<file path="src/rtl/clk_meas_pkg.sv">
// Shared definitions for the clock period meter and the divider benches:
// FSM encoding, default sizing and the duty-balance helper.
package clk_meas_pkg;

  typedef enum logic [1:0] {
    IDLE      = 2'd0,
    WAIT_RISE = 2'd1,
    MEAS_HIGH = 2'd2,
    MEAS_LOW  = 2'd3
  } meas_state_t;

  localparam int DEF_CNT_W       = 16;
  localparam int DEF_SYNC_STAGES = 2;

  // Operands arrive zero-extended to 32 bits, so the difference never wraps.
  function automatic logic within_one(input logic [31:0] a, input logic [31:0] b);
    logic [31:0] diff;
    diff = (a >= b) ? (a - b) : (b - a);
    return (diff <= 32'd1);
  endfunction

endpackage

</file>
<file path="src/rtl/sync_edge_det.sv">
// Synchronizer chain for an asynchronous input plus a one-clock delayed copy
// used to detect rising and falling edges of the synchronized level.
module sync_edge_det #(
  parameter int STAGES = 2
) (
  input  logic clock,
  input  logic reset,
  input  logic sig_in,
  output logic s,
  output logic rise,
  output logic fall
);

  // Fewer than two flops would not give metastability a full cycle to settle.
  localparam int N = (STAGES < 2) ? 2 : STAGES;

  logic [N-1:0] sync_reg;
  logic         s_d_reg;

  always_ff @(posedge clock or posedge reset) begin
    if (reset) begin
      sync_reg <= '0;
      s_d_reg  <= 1'b0;
    end else begin
      sync_reg <= {sync_reg[N-2:0], sig_in};
      s_d_reg  <= sync_reg[N-1];
    end
  end

  assign s    = sync_reg[N-1];
  assign rise = s & ~s_d_reg;
  assign fall = ~s & s_d_reg;

endmodule

</file>
<file path="src/rtl/clk_period_meter.sv">
// Measures high time, low time and period of a slow clock-like input in
// system-clock cycles, with a duty-balance flag and a sticky timeout.
module clk_period_meter
  import clk_meas_pkg::*;
#(
  parameter int CNT_W       = DEF_CNT_W,
  parameter int SYNC_STAGES = DEF_SYNC_STAGES
) (
  input  logic             clock,
  input  logic             reset,
  input  logic             enable,
  input  logic             sig_in,
  output logic [CNT_W-1:0] high_time,
  output logic [CNT_W-1:0] low_time,
  output logic [CNT_W:0]   period,
  output logic             duty_ok,
  output logic             meas_valid,
  output logic             timeout
);

  localparam logic [CNT_W-1:0] CNT_MAX = {CNT_W{1'b1}};
  localparam logic [CNT_W-1:0] CNT_ONE = {{(CNT_W-1){1'b0}}, 1'b1};

  meas_state_t      state_reg, state_next;
  logic [CNT_W-1:0] counter_reg, counter_next;
  logic [CNT_W-1:0] h_reg;
  logic [CNT_W:0]   period_next;
  logic             s, rise, fall;
  logic             at_max;
  logic             load_meas, store_high, saturate;

  sync_edge_det #(
    .STAGES(SYNC_STAGES)
  ) u_sync (
    .clock (clock),
    .reset (reset),
    .sig_in(sig_in),
    .s     (s),
    .rise  (rise),
    .fall  (fall)
  );

  assign at_max      = (counter_reg == CNT_MAX);
  assign period_next = {1'b0, h_reg} + {1'b0, counter_reg};

  always_ff @(posedge clock or posedge reset) begin
    if (reset) begin
      state_reg <= IDLE;
    end else begin
      state_reg <= state_next;
    end
  end

  always_comb begin
    state_next = state_reg;
    if (!enable) begin
      state_next = IDLE;
    end else begin
      case (state_reg)
        IDLE:      state_next = WAIT_RISE;
        WAIT_RISE: if (rise) state_next = MEAS_HIGH;
        MEAS_HIGH: begin
          if (fall)        state_next = MEAS_LOW;
          else if (at_max) state_next = WAIT_RISE;
        end
        MEAS_LOW: begin
          if (rise)        state_next = MEAS_HIGH;
          else if (at_max) state_next = WAIT_RISE;
        end
        default:   state_next = IDLE;
      endcase
    end
  end

  // The edge that closes a phase is itself the first cycle of the next phase.
  always_comb begin
    counter_next = '0;
    load_meas    = 1'b0;
    store_high   = 1'b0;
    saturate     = 1'b0;
    if (enable) begin
      case (state_reg)
        WAIT_RISE: if (rise) counter_next = CNT_ONE;
        MEAS_HIGH: begin
          if (fall) begin
            store_high   = 1'b1;
            counter_next = CNT_ONE;
          end else if (at_max) begin
            saturate = 1'b1;
          end else if (s) begin
            counter_next = counter_reg + CNT_ONE;
          end else begin
            counter_next = counter_reg;
          end
        end
        MEAS_LOW: begin
          if (rise) begin
            load_meas    = 1'b1;
            counter_next = CNT_ONE;
          end else if (at_max) begin
            saturate = 1'b1;
          end else if (!s) begin
            counter_next = counter_reg + CNT_ONE;
          end else begin
            counter_next = counter_reg;
          end
        end
        default: counter_next = '0;
      endcase
    end
  end

  always_ff @(posedge clock or posedge reset) begin
    if (reset) begin
      counter_reg <= '0;
      h_reg       <= '0;
      high_time   <= '0;
      low_time    <= '0;
      period      <= '0;
      duty_ok     <= 1'b0;
      meas_valid  <= 1'b0;
      timeout     <= 1'b0;
    end else begin
      counter_reg <= counter_next;
      meas_valid  <= load_meas;
      if (store_high) begin
        h_reg <= counter_reg;
      end
      if (load_meas) begin
        high_time <= h_reg;
        low_time  <= counter_reg;
        period    <= period_next;
        duty_ok   <= within_one(32'(h_reg), 32'(counter_reg));
        timeout   <= 1'b0;
      end else if (saturate) begin
        timeout <= 1'b1;
      end else if (!enable || state_reg == IDLE) begin
        timeout <= 1'b0;
      end
    end
  end

endmodule

</file>
<file path="config.mk">
export PLATFORM = sky130hd
export DESIGN_NAME = clk_period_meter
export DESIGN_NICKNAME = d
export VERILOG_FILES = /design/src/rtl/clk_meas_pkg.sv /design/src/rtl/sync_edge_det.sv /design/src/rtl/clk_period_meter.sv
export SDC_FILE = /design/constraint.sdc
export NUM_CORES = 1
export LEC_CHECK = 0
export CORE_UTILIZATION = 35
export CTS_BUF_LIST = sky130_fd_sc_hd__clkbuf_4
export DETAILED_ROUTE_END_ITERATION = 10
export REMOVE_ABC_BUFFERS = 1
export SYNTH_ARGS = -nofsm -noshare
export SYNTH_HDL_FRONTEND = slang
export SYNTH_HIERARCHICAL = 1
export SYNTH_SLANG_ARGS = --single-unit
</file>
<file path="constraint.sdc">
create_clock -name clock -period 4 [get_ports clock]
set_clock_uncertainty 0.15 [all_clocks]
set_input_delay 1 -clock clock [delete_from_list [all_inputs] [get_ports clock]]
set_output_delay 1 -clock clock [all_outputs]
set_load 0.02 [all_outputs]
</file>
==> impl_metrics.csv <==
group,metric,value,unit
die,fp.dieArea,0.0175,sq mm
cts,cts.repair.resized,0,
finish,area_delta_synth_final,15.5,%
outcome,status,"finished clean",
cts,cts_made_buffers,9,
detailed_routing,drt_iter0_markers,295,
timing,relSlewSlack,0.562,
synthesis,ys_async_sr_fraction,1.00,
die,start_util,0.358,
timing,period_minus_slack,3520,ps
global_routing,grt_overflow,0,
detailed_routing,ant_nets,0,
timing,grt_setup_unrepaired,"no",
cts,insertion_delay,510,ps
finish,post-route-util,0.413,
pwr,ir_worst_vdd,0.137,mV
synthesis,yosys_most_used_dff,"dfrtp_1",
timing,clock.fmax,284,MHz
synthesis,ys_top_cells_by_count,"nand2_1, dfrtp_1, o21ai_0",
synthesis,syn-cell-area,0.00593,sq mm
die,die-height,132,um
detailed_routing,drc,0,
timing,tns,0,ps
global_routing,antenna_found_initial,1,
worst_setup_path,path_cells,"inv_1 > ha_1 > a211oi_2 > o21bai_1 > or4b_4 > a31oi_4 > o21a_2 > nor2_1 > a2111oi_2 > o211ai_1 > o31ai_2",
cts,path_clk_slew,150,ps
placement,place.gp.congestion,0.919,
synthesis,synth_cells,687,
cts,cts_tree,"yes",
timing,post-route-period-util,0.881,
run,cap_violations,0,
finish,drive_above_1_share,0.0620,
die,die_width,132,um
global_routing,grt_pass1_wl,24800,um
cts,h-tree-depth,3,
synthesis,netlist_top_cells_area,"dfrtp_1, ha_1, o21ai_0, nand2_1, xnor2_1",
synthesis,yosysWarnings,6,
detailed_routing,vias,4876,
worst_setup_path,worstSetupPathType,"reg -> reg",
worst_setup_path,critPathMaxStageDelay,570,ps
finish,largest_register_ff_count,17,
synthesis,yosysMostFrequentCell,"nand2_1",
synthesis,yosys.area.top_type,"dfrtp_1",
finish,top_register,"period",
die,rows,47,
synthesis,synth_edf_count,0,
synthesis,postSynthAreaPerCell,8.64,sq um
timing,hold_ws,217,ps
worst_setup_path,crit_slowest_cell,"or4b_4",
placement,port_buffers,55,
worst_setup_path,crit_fanout,14,
timing,setup_violations,0,
timing,slew_violations,0,
cts,clock-sinks,89,
detailed_routing,via_per_inst,5.06,
worst_hold_path,hold_path_class,"reg -> reg",
cts,post_cts_buffers,0,
worst_setup_path,worstPathArrival,3800,ps
timing,worst_pin_slew,640,ps
die,io_pins,56,
worst_setup_path,critPathLaunchType,"register",
pwr,power.leakage,3.01,nW
synthesis,synthDistinctLibCells,71,
global_routing,grt_max_degree,49,
detailed_routing,wl_per_cell,15.5,um
finish,n_fill_cell,1714,
worst_setup_path,endpoint_kind,"register",
synthesis,ys_seq_area_frac,0.375,
global_routing,grt_pass1_vias,4699,
worst_setup_path,cp.required,4280,ps
detailed_routing,firstDrtPassIters,5,
cts,postCtsHoldBufs,0,
synthesis,synth_top_area_share,0.375,
cts,clock_path_buffers,2,
detailed_routing,routed_wl,14900,um
finish,finalNetCount,793,
global_routing,track_usage,0.181,
pwr,power_density,231,mW/mm^2
timing,hold_viol_final,0,
die,core-area,0.0166,sq mm
placement,dp_hpwl,11600,um
cts,cts-root-buf,"clkbuf_4",
synthesis,synth-seq-cells,89,
-- metrics by stage --
stage / setup slack (ps) / area, sq um / std cells / power [mW]
CTS: 500 / 6850 / 962 / 1.61
finish: 475 / 6860 / 963 / 1.59
global placement: 570 / 6720 / 946 / 1.07
floorplan: 123 / 5790 / 659 / 1.03
detailed placement: 555 / 6720 / 946 / 1.07
global route: 93.8 / 6860 / 963 / 1.65
-- routing by layer --
metal / vias to the layer above / global-route usage / wire length [um]
met1: 2265 / 0.258 / 7470
met2: 115 / 0.274 / 6570
met5: - / 0 / 0
met3: 17 / 0.0292 / 609
met4: 0 / 0.0702 / 299
li1: 2479 / - / -
-- worst max-delay path: cells and delay by family, from the launching register on --
kind,cells,cell delay (ps)
buffers and inverters,1,140
adders and majority gates,1,530
DFF,1,470
and+or+nand+nor,2,670
AOI/OAI and AO/OA,7,1480
-- cell families (layout without fill, tap and decap cells) --
logic type	after synthesis	count (layout)	share of synthesized area
adders and majority gates	52	52	0.113
AOI/OAI and AO/OA	187	187	0.202
muxes	1	1	0.00169
and+or+nand+nor	230	230	0.184
DFF	89	89	0.375
xor gates and xnor gates	42	42	0.0620
buffers and inverters	86	141	0.0612
other	0	1	0
-- cell usage in the layout (no fill, tap or decap), types with 11 or more instances in the layout --
cell              n
nor3_1           20
nand3_1          13
dfrtp_1          89
clkdlybuf4s50_1  55
inv_1            54
buf_4            11
o21ai_0          80
nor2_1           46
nand2_1          94
a21oi_1          30
xnor2_1          38
ha_1             49
-- layout make-up --
| type | instances | area, sq um | area share |
|---|---|---|---|
| multi-input combinational | 512 | 3340 | 0.488 |
| sequential | 89 | 2230 | 0.325 |
| timing repair buffer | 67 | 653 | 0.0953 |
| tap | 220 | 275 | 0.0402 |
| inverter | 58 | 219 | 0.0319 |
| clock buffer | 9 | 67.6 | 0.00986 |
| clock inverter | 7 | 67.6 | 0.00986 |
| antenna | 1 | 2.50 | 0.000365 |
-- report_power, final --
group | total (mW) | switching (mW) | leakage, nW | internal [mW]
clock | 0.535 | 0.346 | 0.0718 | 0.189
sequential | 0.918 | 0.00804 | 1.23 | 0.910
combinational | 0.134 | 0.0788 | 1.70 | 0.0552
-- final timing paths --
check,start,to,slack (ps),cells past startpoint
hold reg to reg,u_sync/sync_reg[0],u_sync/sync_reg[1],220,0
setup reg to reg,counter_reg[6],duty_ok,480,11
hold / removal,u_sync/sync_reg[0],u_sync/sync_reg[1],220,0
max in group asynchronous,reset,meas_valid,2470,3
setup / recovery,counter_reg[6],duty_ok,480,11
min in group asynchronous,reset,u_sync/s_d_reg,540,2
(Power assumes the default switching activity.)
